--- config.mk ---
export PLATFORM = sky130hd
export DESIGN_NAME = insn_fetch
export DESIGN_NICKNAME = d
export VERILOG_FILES = /design/src/rtl/insn_fetch_pkg.sv /design/src/rtl/insn_fetch_fifo.sv /design/src/rtl/insn_fetch.sv
export SDC_FILE = /design/constraint.sdc
export NUM_CORES = 1
export LEC_CHECK = 0
export CAP_MARGIN = 0
export CORE_MARGIN = 3
export CORE_UTILIZATION = 55
export CTS_CLUSTER_SIZE = 8
export DETAILED_ROUTE_END_ITERATION = 8
export MAX_ROUTING_LAYER = met4
export PLACE_DENSITY_LB_ADDON = 0.12
export SLEW_MARGIN = 25
export SYNTH_ARGS = -nofsm -noshare
export SYNTH_HDL_FRONTEND = slang
export SYNTH_SLANG_ARGS = --single-unit
export TNS_END_PERCENT = 5
--- constraint.sdc ---
create_clock -name clk -period 3.72 [get_ports clk]
set_input_delay 0.558 -clock clk [delete_from_list [all_inputs] [get_ports clk]]
set_output_delay 0.558 -clock clk [all_outputs]
set_load 0.01 [all_outputs]
--- src/rtl/insn_fetch_pkg.sv ---
// rtl/insn_fetch_pkg.sv - shared constants, FSM encoding and address helper for insn_fetch
//
// Purpose : common definitions for the fetch stage and its prefetch FIFO.
// Contents: ADDR_W        fetch address / instruction word width
//           NOP_WORD_DEF  default word shown to the decoder while nothing is fetched
//           if_state_t    fetch FSM encoding (IF_IDLE, IF_REQ, IF_DRAIN)
//           next_addr()   sequential fetch address, wraps modulo 2**ADDR_W

package insn_fetch_pkg;

    localparam int ADDR_W = 32;

    localparam logic [ADDR_W-1:0] NOP_WORD_DEF = 32'h0000_0000;

    typedef enum logic [1:0] {
        IF_IDLE  = 2'd0,
        IF_REQ   = 2'd1,
        IF_DRAIN = 2'd2
    } if_state_t;

    // Plain modulo-2^32 addition: 32'hFFFFFFFF + 1 rolls over to 0 with no flag.
    function automatic logic [ADDR_W-1:0] next_addr(
        input logic [ADDR_W-1:0] addr,
        input logic [ADDR_W-1:0] step
    );
        return addr + step;
    endfunction

endpackage

--- src/rtl/insn_fetch_fifo.sv ---
// rtl/insn_fetch_fifo.sv - prefetch FIFO holding fetched instruction words
//
// Purpose : synchronous DEPTH x WIDTH FIFO, asynchronously reset pointers/count.
//           The head entry is read straight from the storage registers, so a word
//           written on edge N is visible on dout right after edge N.
// Ports   : clk    in   clock
//           rst    in   asynchronous active-high reset
//           push   in   write din this cycle
//           pop    in   drop head entry this cycle (ignored when empty)
//           clear  in   empty the FIFO; wins over push and pop
//           din    in   WIDTH write data
//           dout   out  WIDTH head entry (undefined content when empty)
//           count  out  occupancy, 0..DEPTH
//           empty  out  count == 0
//           full   out  count == DEPTH

module fetch_fifo #(
    parameter  int DEPTH = 4,
    parameter  int WIDTH = 32,
    localparam int PW    = $clog2(DEPTH),
    localparam int CW    = PW + 1
) (
    input  logic             clk,
    input  logic             rst,
    input  logic             push,
    input  logic             pop,
    input  logic             clear,
    input  logic [WIDTH-1:0] din,
    output logic [WIDTH-1:0] dout,
    output logic [CW-1:0]    count,
    output logic             empty,
    output logic             full
);

    logic [WIDTH-1:0] r_mem [DEPTH];
    logic [PW-1:0]    r_rd_ptr;
    logic [PW-1:0]    r_wr_ptr;
    logic [CW-1:0]    r_count;

    logic w_pop;
    logic w_push;

    assign w_pop  = pop && (r_count != '0);
    // A write into a full FIFO is accepted only when the head leaves in the same cycle.
    assign w_push = push && ((r_count != CW'(DEPTH)) || w_pop);

    always_ff @(posedge clk or posedge rst) begin
        if (rst) begin
            r_rd_ptr <= '0;
            r_wr_ptr <= '0;
            r_count  <= '0;
        end else if (clear) begin
            r_rd_ptr <= '0;
            r_wr_ptr <= '0;
            r_count  <= '0;
        end else begin
            if (w_push) begin
                r_wr_ptr <= r_wr_ptr + 1'b1;
            end
            if (w_pop) begin
                r_rd_ptr <= r_rd_ptr + 1'b1;
            end
            case ({w_push, w_pop})
                2'b10:   r_count <= r_count + 1'b1;
                2'b01:   r_count <= r_count - 1'b1;
                default: r_count <= r_count;
            endcase
        end
    end

    // Storage needs no reset: entries are only observed through a valid count.
    always_ff @(posedge clk) begin
        if (w_push && !clear) begin
            r_mem[r_wr_ptr] <= din;
        end
    end

    assign dout  = r_mem[r_rd_ptr];
    assign count = r_count;
    assign empty = (r_count == '0);
    assign full  = (r_count == CW'(DEPTH));

endmodule

--- src/rtl/insn_fetch.sv ---
// rtl/insn_fetch.sv - instruction fetch stage feeding the instruction decoder
//
// Purpose : issues sequential word reads to instruction memory over a req/ack
//           handshake, buffers returned words in a prefetch FIFO and redirects
//           on a non-sequential PC write (flush).
// Config  : IF_BYPASS_EN - when defined, a word acked while the FIFO is empty is
//           shown to the decoder combinationally in the ack cycle.
// Ports   : clk         in   clock, all state on posedge
//           rst         in   asynchronous active-high reset
//           flush       in   non-sequential PC write this cycle
//           flush_pc    in   32  new fetch address, valid with flush
//           pcincr      in   decoder consumed the head word
//           imem_addr   out  32  fetch address, valid while imem_req
//           imem_req    out  read request, held until imem_ack
//           imem_ack    in   read data valid this cycle, ends the request
//           imem_rdata  in   32  read data
//           word        out  32  instruction to decoder (FIFO head or NOP_WORD)
//           word_valid  out  word is a real fetched instruction

module insn_fetch
    import insn_fetch_pkg::*;
#(
    parameter int                DEPTH     = 4,
    parameter logic [ADDR_W-1:0] ADDR_STEP = 32'd1,
    parameter logic [ADDR_W-1:0] NOP_WORD  = NOP_WORD_DEF
) (
    input  logic              clk,
    input  logic              rst,
    input  logic              flush,
    input  logic [ADDR_W-1:0] flush_pc,
    input  logic              pcincr,
    output logic [ADDR_W-1:0] imem_addr,
    output logic              imem_req,
    input  logic              imem_ack,
    input  logic [ADDR_W-1:0] imem_rdata,
    output logic [ADDR_W-1:0] word,
    output logic              word_valid
);

    localparam int CW = $clog2(DEPTH) + 1;

    if_state_t         r_state;
    logic [ADDR_W-1:0] r_fa;
    logic              r_req;
    logic [ADDR_W-1:0] r_addr;

    logic [ADDR_W-1:0] w_fifo_dout;
    logic [CW-1:0]     w_count;
    logic [CW-1:0]     w_count_next;
    logic              w_empty;
    logic              w_full;
    logic              w_live_ack;
    logic              w_bypass;
    logic              w_push;
    logic              w_pop;
    logic              w_room;
    logic [ADDR_W-1:0] w_fa_inc;

    // Only an ack for a request that will be kept counts; acks while draining
    // belong to a fetch that a flush already made stale.
    assign w_live_ack = imem_ack && (r_state == IF_REQ);

    // flush beats pcincr: the head is thrown away with the rest of the FIFO.
    assign w_pop = pcincr && !w_empty && !flush;

`ifdef IF_BYPASS_EN
    assign w_bypass = w_empty && w_live_ack && !flush;
`else
    assign w_bypass = 1'b0;
`endif

    // A bypassed word that the decoder takes in the same cycle never enters the FIFO.
    assign w_push = w_live_ack && !flush && !(w_bypass && pcincr) && (!w_full || w_pop);

    // Occupancy after this edge; pop needs a non-empty FIFO, so no underflow.
    assign w_count_next = w_count + CW'(w_push) - CW'(w_pop);

    // A new request reserves one slot, so it is only issued while a slot is spare.
    assign w_room = (w_count_next < CW'(DEPTH));

    assign w_fa_inc = next_addr(r_fa, ADDR_STEP);

    fetch_fifo #(
        .DEPTH (DEPTH),
        .WIDTH (ADDR_W)
    ) u_fifo (
        .clk   (clk),
        .rst   (rst),
        .push  (w_push),
        .pop   (w_pop),
        .clear (flush),
        .din   (imem_rdata),
        .dout  (w_fifo_dout),
        .count (w_count),
        .empty (w_empty),
        .full  (w_full)
    );

    // r_fa is the address of the outstanding request while in IF_REQ and the
    // next address to fetch otherwise.
    always_ff @(posedge clk or posedge rst) begin
        if (rst) begin
            r_state <= IF_IDLE;
            r_fa    <= '0;
            r_req   <= 1'b0;
            r_addr  <= '0;
        end else begin
            case (r_state)
                IF_IDLE: begin
                    if (flush) begin
                        r_fa <= flush_pc;
                    end else if (w_room) begin
                        r_req   <= 1'b1;
                        r_addr  <= r_fa;
                        r_state <= IF_REQ;
                    end
                end

                IF_REQ: begin
                    if (flush) begin
                        r_fa <= flush_pc;
                        if (imem_ack) begin
                            r_req   <= 1'b0;
                            r_state <= IF_IDLE;
                        end else begin
                            // Memory still owes us a word; keep asking and drop it on arrival.
                            r_state <= IF_DRAIN;
                        end
                    end else if (imem_ack) begin
                        r_fa <= w_fa_inc;
                        if (w_room) begin
                            // Back-to-back request keeps a zero-wait memory at one word per cycle.
                            r_addr <= w_fa_inc;
                        end else begin
                            r_req   <= 1'b0;
                            r_state <= IF_IDLE;
                        end
                    end
                end

                IF_DRAIN: begin
                    if (flush) begin
                        r_fa <= flush_pc;
                    end
                    if (imem_ack) begin
                        r_req   <= 1'b0;
                        r_state <= IF_IDLE;
                    end
                end

                default: begin
                    r_req   <= 1'b0;
                    r_state <= IF_IDLE;
                end
            endcase
        end
    end

    assign imem_req  = r_req;
    assign imem_addr = r_addr;

    always_comb begin
        word       = NOP_WORD;
        word_valid = 1'b0;
        if (w_bypass) begin
            word       = imem_rdata;
            word_valid = 1'b1;
        end else if (!w_empty) begin
            word       = w_fifo_dout;
            word_valid = 1'b1;
        end
    end

endmodule

# ---- After elaboration in Yosys (flattened, before gate mapping)
# Memories as Yosys holds them, arrays and structs flattened.
# Cells that the tools add are included.
dict set report totals {
  register_bits 74
  mem_bits_rw 128
  input_bits 69
  out_inout_bits 66
  word_cells 92
  mem_count 1
}
# name words width rd rd_ports_with_merged_regs write_ports line
set memory_table {}
lappend memory_table {u_fifo.r_mem 4 32 1 0 1 insn_fetch_fifo.sv:35} ;# logic [WIDTH-1:0] r_mem [DEPTH];
dict set report classes {
  add_sub_neg 7
  magnitude_cmp 1
  eq_ne 15
  n_mux 35
  reduce_logical 26
}
# operator count
set ops {}
lappend ops {{32-bit two-way mux} 9}
lappend ops {{32-bit case mux with 2 select lines} 2}
lappend ops {{32-bit by 1-bit adder with 32-bit output (second input constant)} 1}
lappend ops {{2-bit two-way mux} 11}
lappend ops {{2-bit inequality test (second input constant)} 6}
lappend ops {{1-bit two-way mux} 9}
lappend ops {{3-bit inequality test (second input constant)} 3}
lappend ops {{1-bit logical AND} 8}
lappend ops {{2-bit nonzero test} 4}
lappend ops {{2-bit case mux with 3 select lines} 1}
lappend ops {{3-bit case mux with 2 select lines} 1}
lappend ops {{6-bit AND reduction} 1}
lappend ops {{3-bit nonzero test} 2}
lappend ops {{5-bit AND reduction} 1}
lappend ops {{2-bit by 1-bit adder with 2-bit output (second input constant)} 2}
lappend ops {{2-bit by 1-bit equality test with 1-bit output (second input constant)} 2}
lappend ops {{2-bit equality test (second input constant)} 2}
lappend ops {{4-bit AND reduction} 1}
lappend ops {{3-bit by 1-bit adder with 3-bit output} 1}
lappend ops {{3-bit by 1-bit adder with 3-bit output (second input constant)} 1}
lappend ops {{3-bit equality test (second input constant)} 1}
lappend ops {{1-bit logical NOT} 3}
lappend ops {{3-bit logical NOT} 1}
lappend ops {{3-bit less-than comparator (second input constant)} 1}
lappend ops {{other kinds (9)} 10}

# ---- Depth between registers and ports, before layout
dict set report depth {
  ltp_word 13
  ltp_mapped 13
  depth_no_buf 11
}

# ---- Hierarchy
# From an unflattened synthesis, not the netlist that was laid out.
dict set report unflattened {
  hier_cells 745
  area_unflattened_um2 9307.7
}
# module n_inst cells_per_inst area_per_inst_um2 seq_area_each_um2
set by_module_without_submodules {}
lappend by_module_without_submodules {fetch_fifo 1 231 5163.7 4018.9}
lappend by_module_without_submodules {insn_fetch 1 514 4144.0 1676.6}

# ---- Least setup slack after synthesis
# OpenSTA, ideal clock, no wires.
dict set report synth_timing {
  path_kind {register -> register}
  startpoint {reg r_state[0]}
  endpoint {reg r_addr[0], in the netlist imem_addr[0]}
  setup_ns 0.126
  arrival_ns 3.300
  required_time_ns 3.594
  path_slack_ns 0.294
  path_stages_with_launch 14
  path_buffers 3
  synth_period_minus_slack_ns 3.426
  cell_sequence {dfrtp_1 -> clkbuf_1 -> nand3b_1 -> a311oi_1 -> inv_1 -> ha_1 -> inv_1 -> ha_1 -> and3b_1 -> or3_1 -> a21oi_1 -> buf_2 -> buf_2 -> a21oi_1}
}
dict set report synth_between {
  elab_chain_len 9
  elab_cells_between_ends 16
  classes_between {add/sub: 2; order compare: 1; eq/ne: 6; mux: 1; reduce/logical: 6}
}
# item line
set synth_lines {}
lappend synth_lines {{start, declared} insn_fetch.sv:42} ;# if_state_t r_state;
lappend synth_lines {{start signal, assigned} insn_fetch.sv:103} ;# r_state <= IF_IDLE;
lappend synth_lines {{start signal, assigned} insn_fetch.sv:115} ;# r_state <= IF_REQ;
lappend synth_lines {{start signal, assigned} insn_fetch.sv:124} ;# r_state <= IF_IDLE;
lappend synth_lines {{2-bit by 1-bit equality test with 1-bit output} {insn_fetch.sv:61, insn_fetch.sv:108}}
lappend synth_lines {{1-bit logical AND} insn_fetch.sv:61} ;# assign w_live_ack = imem_ack && (r_state == IF_REQ);
lappend synth_lines {{1-bit logical AND (2 in a row)} insn_fetch.sv:73} ;# assign w_push = w_live_ack && !flush && !(w_bypass && pcincr) && (!w_full || w_pop);
lappend synth_lines {{3-bit by 1-bit adder with 3-bit output} insn_fetch.sv:76} ;# assign w_count_next = w_count + CW'(w_push) - CW'(w_pop);
lappend synth_lines {{3-bit by 1-bit subtractor with 3-bit output} insn_fetch.sv:76}
lappend synth_lines {{3-bit less-than comparator} insn_fetch.sv:79} ;# assign w_room = (w_count_next < CW'(DEPTH));
lappend synth_lines {{2-bit inequality test (no line)} --}
lappend synth_lines {{6-bit AND reduction (no line)} --}
lappend synth_lines {{end signal, assigned} insn_fetch.sv:114} ;# r_addr <= r_fa;
lappend synth_lines {{end signal, assigned} insn_fetch.sv:133} ;# r_addr <= w_fa_inc;
lappend synth_lines {{end, declared} insn_fetch.sv:45} ;# logic [ADDR_W-1:0] r_addr;
# Several ways; a longest one is shown, not always the timed one.
# A chain may end at the register's enable or synchronous reset.

# ---- Worst setup path in the final report
dict set report layout_timing {
  startpoint {reg u_fifo.r_rd_ptr[0]}
  endpoint {out word[0]}
}
dict set report layout_between {
  elab_chain_len 2
}
# item line
set layout_lines {}
lappend layout_lines {{start, declared} insn_fetch_fifo.sv:36} ;# logic [PW-1:0] r_rd_ptr;
lappend layout_lines {{start signal, assigned} insn_fetch_fifo.sv:61} ;# r_rd_ptr <= r_rd_ptr + 1'b1;
lappend layout_lines {{memory 4 x 32 bit} --}
lappend layout_lines {{32-bit two-way mux} insn_fetch.sv:168} ;# end else if (!w_empty) begin
lappend layout_lines {{end, declared} insn_fetch.sv:36} ;# output logic [ADDR_W-1:0] word,
# No other way between the ends.

==> results.md <==
- Synth top area cells: edfxtp_1, dfrtp_1, mux4_2
- Final min period: approximately 3.3 ns
- DRT Wirelength: around 23000 µm
- Total gr overflow: 0
- Worst Path Max Fanout: 21
- Leak: approximately 0.004 µW
- Fin. Hold Viols: 0
- Status: finished, final reports clean
- Layout Cells excl Fill: ~1.1k
- Clk root buf: clkbuf_16
- Crit share post-route: 0.8851
- WL/cell: slightly above 20 µm
- # setup viols final: 0
- Worst-margin pin slew: 0.8440 ns
- CTS tree: done
- Filler cell count: 1128
- Vias per std cell: 5.959
- Most frequent cell after synthesis: edfxtp_1
- Iteration count of the initial detailed-routing pass: 5
- Cells after Synth: 734
- CTS H-Tree Depth: 1
- Top cell type's share of synthesized area: 0.4138
- Max VDD drop: about 0.38 mV
- I/O Buffers: 134
- CP max-delay cell: dfrtp_2
- # resized after CTS: 0
- Pwr/cell area: 531.8 mW/mm²
- GR Util All Layers: 0.2576
- Initial core utilization: 0.5722
- Ys async rst share: 0.3663
- Critical path class: flip-flop to primary output
- Area Overhead vs Synth: 26.30%
- RSZ-0062 raised after global routing: false
- Die width: 136.0 µm
- Worst Path Required: between 3 and 4 ns
- First-pass GRT wire length: 35840 µm
- Routability Congestion: 0.8967
- Clock skew: 0.02291 ns
- Worst-Skew Late Latency: 0.53 ns
- Worst path max stage delay: 0.67 ns
- Startpoint types: flip-flop
- Antenna-violating nets left: 0
- Initial antenna violation count: 1
- Share of cells above drive strength 1: 0.1196
- Top FF cell, synth: edfxtp_1
- Vias: 6573
- Final Cell Area: between 0.01 and 0.015 mm²
- DPL Wire Length: 14380 µm
- Clock Path Buffers: 3
- Crit-path cells: buf_12 -> mux4_2 -> and2_1 -> clkdlybuf4s50_1
- Total setup buffers inserted after CTS: 0
- Total core area: 0.01623 mm²
- IO Pins: between 100 and 150
- Max_cap viols: 0
- Post-synth cell types: 52
- Worst Path Arrival: 2.73 ns
- Rel. slew slack: 0.4373
- CP Capture Type: primary output
- Worst min-delay path category: input pin to asynchronous set/reset pin
- Clock sink count: 202
- Top post-synthesis cells by count: edfxtp_1, a21oi_1, dfrtp_1
- Mapped cell area: about 0.0093 mm²
- Clk slew on worst S/H paths: 0.05 ns
- EDFF count, synth: around 130
- Post-synthesis sequential area ratio: 0.6132
- Chip height: approximately 140 µm
- Fin nets: around 940
- Inserted Clock Buffers: 29
- TNS Setup: 0 ns
- Hold_buf cts: 0
- DP Cell Count: 1051
- YS warnings: 0
- Detailed Route Iter0 Violations: 545
- Cell accounting for the most synthesized area: edfxtp_1
- Syn avg cell area: 12.65 µm²
- Flop and latch count out of synthesis: just over 200
- Largest net degree at the start of global routing: 40
- DP Area: 0.01090 mm²
- Die area: 0.01848 mm²
- Vias in the first global route: 6492
- Peak Freq: around 300 MHz
- Drt drc: 0
- Syn Nets: 811
- FP Rows: 46
- Pins Over Slew Limit: 0
==> layout make-up <==
class / instances / area [µm²] / share of cell area
multi-input cells: 464 / 3322 / 0.2832
repair buffers: 160 / 1587 / 0.1353
clock inverters: 2 / 17.52 / 0.001493
well taps: 216 / 270.3 / 0.02304
diodes: 1 / 2.502 / 0.0002133
clock buffers: 49 / 800.8 / 0.06827
inverters: 9 / 33.78 / 0.002880
flip-flops and latches: 202 / 5697 / 0.4857
==> power breakdown <==
group | leakage [µW] | switching [µW] | internal, µW
Sequential | 0.00199 | 217 | 2590
Clock | 0.000390 | 909 | 1440
Combinational | 0.00164 | 521 | 556
==> through the flow <==
| stage | utilization | hold WS (ns) | setup slack, ns | power, µW |
|---|---|---|---|---|
| 3_3_place_gp | 0.6718 | 0.5064 | 0.1637 | 3877 |
| 4_1_cts | 0.7222 | 0.4152 | 0.3738 | 6282 |
| 6_report | 0.7227 | 0.4171 | 0.4276 | 6238 |
| 5_1_grt | 0.7227 | 0.4571 | 0.3002 | 6498 |
| 2_1_floorplan | - | 0.4909 | 0.2940 | 3376 |
| 3_5_place_dp | 0.6718 | 0.5214 | 0.05048 | 3903 |
==> registers in the layout, indices dropped and copies added (netlist names) <==
register,flops
imem_req,1
r_fa,32
r_state,2
imem_addr,32
u_fifo.r_rd_ptr,2
u_fifo.r_mem,128
u_fifo.count,3
u_fifo.r_wr_ptr,2
==> critical path: cells and delay by family (launching register included) <==
kind,cells,cell delay (ns)
flops,1,0.67
mux,1,0.53
simple gates,1,0.18
buf+inv,2,0.80
==> metal layers <==
metal / GRT usage / share of wire / vias to the layer above
met3: 0.04626 / 0.067 / 46
li1: - / - / 3013
met2: 0.4035 / 0.49 / 310
met5: - / 0 / -
met4: 0.08007 / 0.030 / 0
met1: 0.3496 / 0.41 / 3204
==> kinds of logic after synthesis <==
group                    count (synthesis)  share of synthesized area
AND/OR/NAND/NOR                        242                     0.1354
flip-flops                             202                     0.6132
AO/OA/AOI/OAI                          143                    0.09174
buffers and inverters                   68                    0.03273
multiplexers                            36                    0.08231
XOR/XNOR                                35                    0.03301
adder cells (fa/ha/maj)                  8                    0.01159
==> worst paths after layout <==
check	slack (ns)	cells after the start	to	start
max	0.43	4	word[0]	u_fifo.r_rd_ptr[0]$_DFFE_PP0P_
min reg2reg	0.53	2	imem_addr[8]$_DFFE_PP0P_	imem_addr[8]$_DFFE_PP0P_
max in group asynchronous	2.49	3	u_fifo.r_rd_ptr[0]$_DFFE_PP0P_	rst
min	0.42	2	imem_addr[28]$_DFFE_PP0P_	rst
min in group clk	0.53	2	imem_addr[8]$_DFFE_PP0P_	imem_addr[8]$_DFFE_PP0P_
max reg2reg	0.51	12	imem_addr[3]$_DFFE_PP0P_	u_fifo.count[0]$_DFFE_PP0P_
==> placed cells by master, fill, tap and decap left out, types with 6 or more instances in the layout <==
cell type and instances:
nand4_1 16, o22ai_1 14, nor2_1 68, o21ai_0 15, mux4_2 32, a2bb2oi_1 6
and2_1 34, edfxtp_1 128, clkbuf_1 20, or3_1 6, a21oi_1 74, inv_1 8
nor3_1 12, clkbuf_16 29, buf_4 22, nand2_1 42, ha_1 7, xnor2_1 23
nand3_1 20, xor2_1 12, clkdlybuf4s50_1 134, and4_1 6, nor4_1 8, dfrtp_1 73
Note: power is estimated with default switching activity, not from simulation.
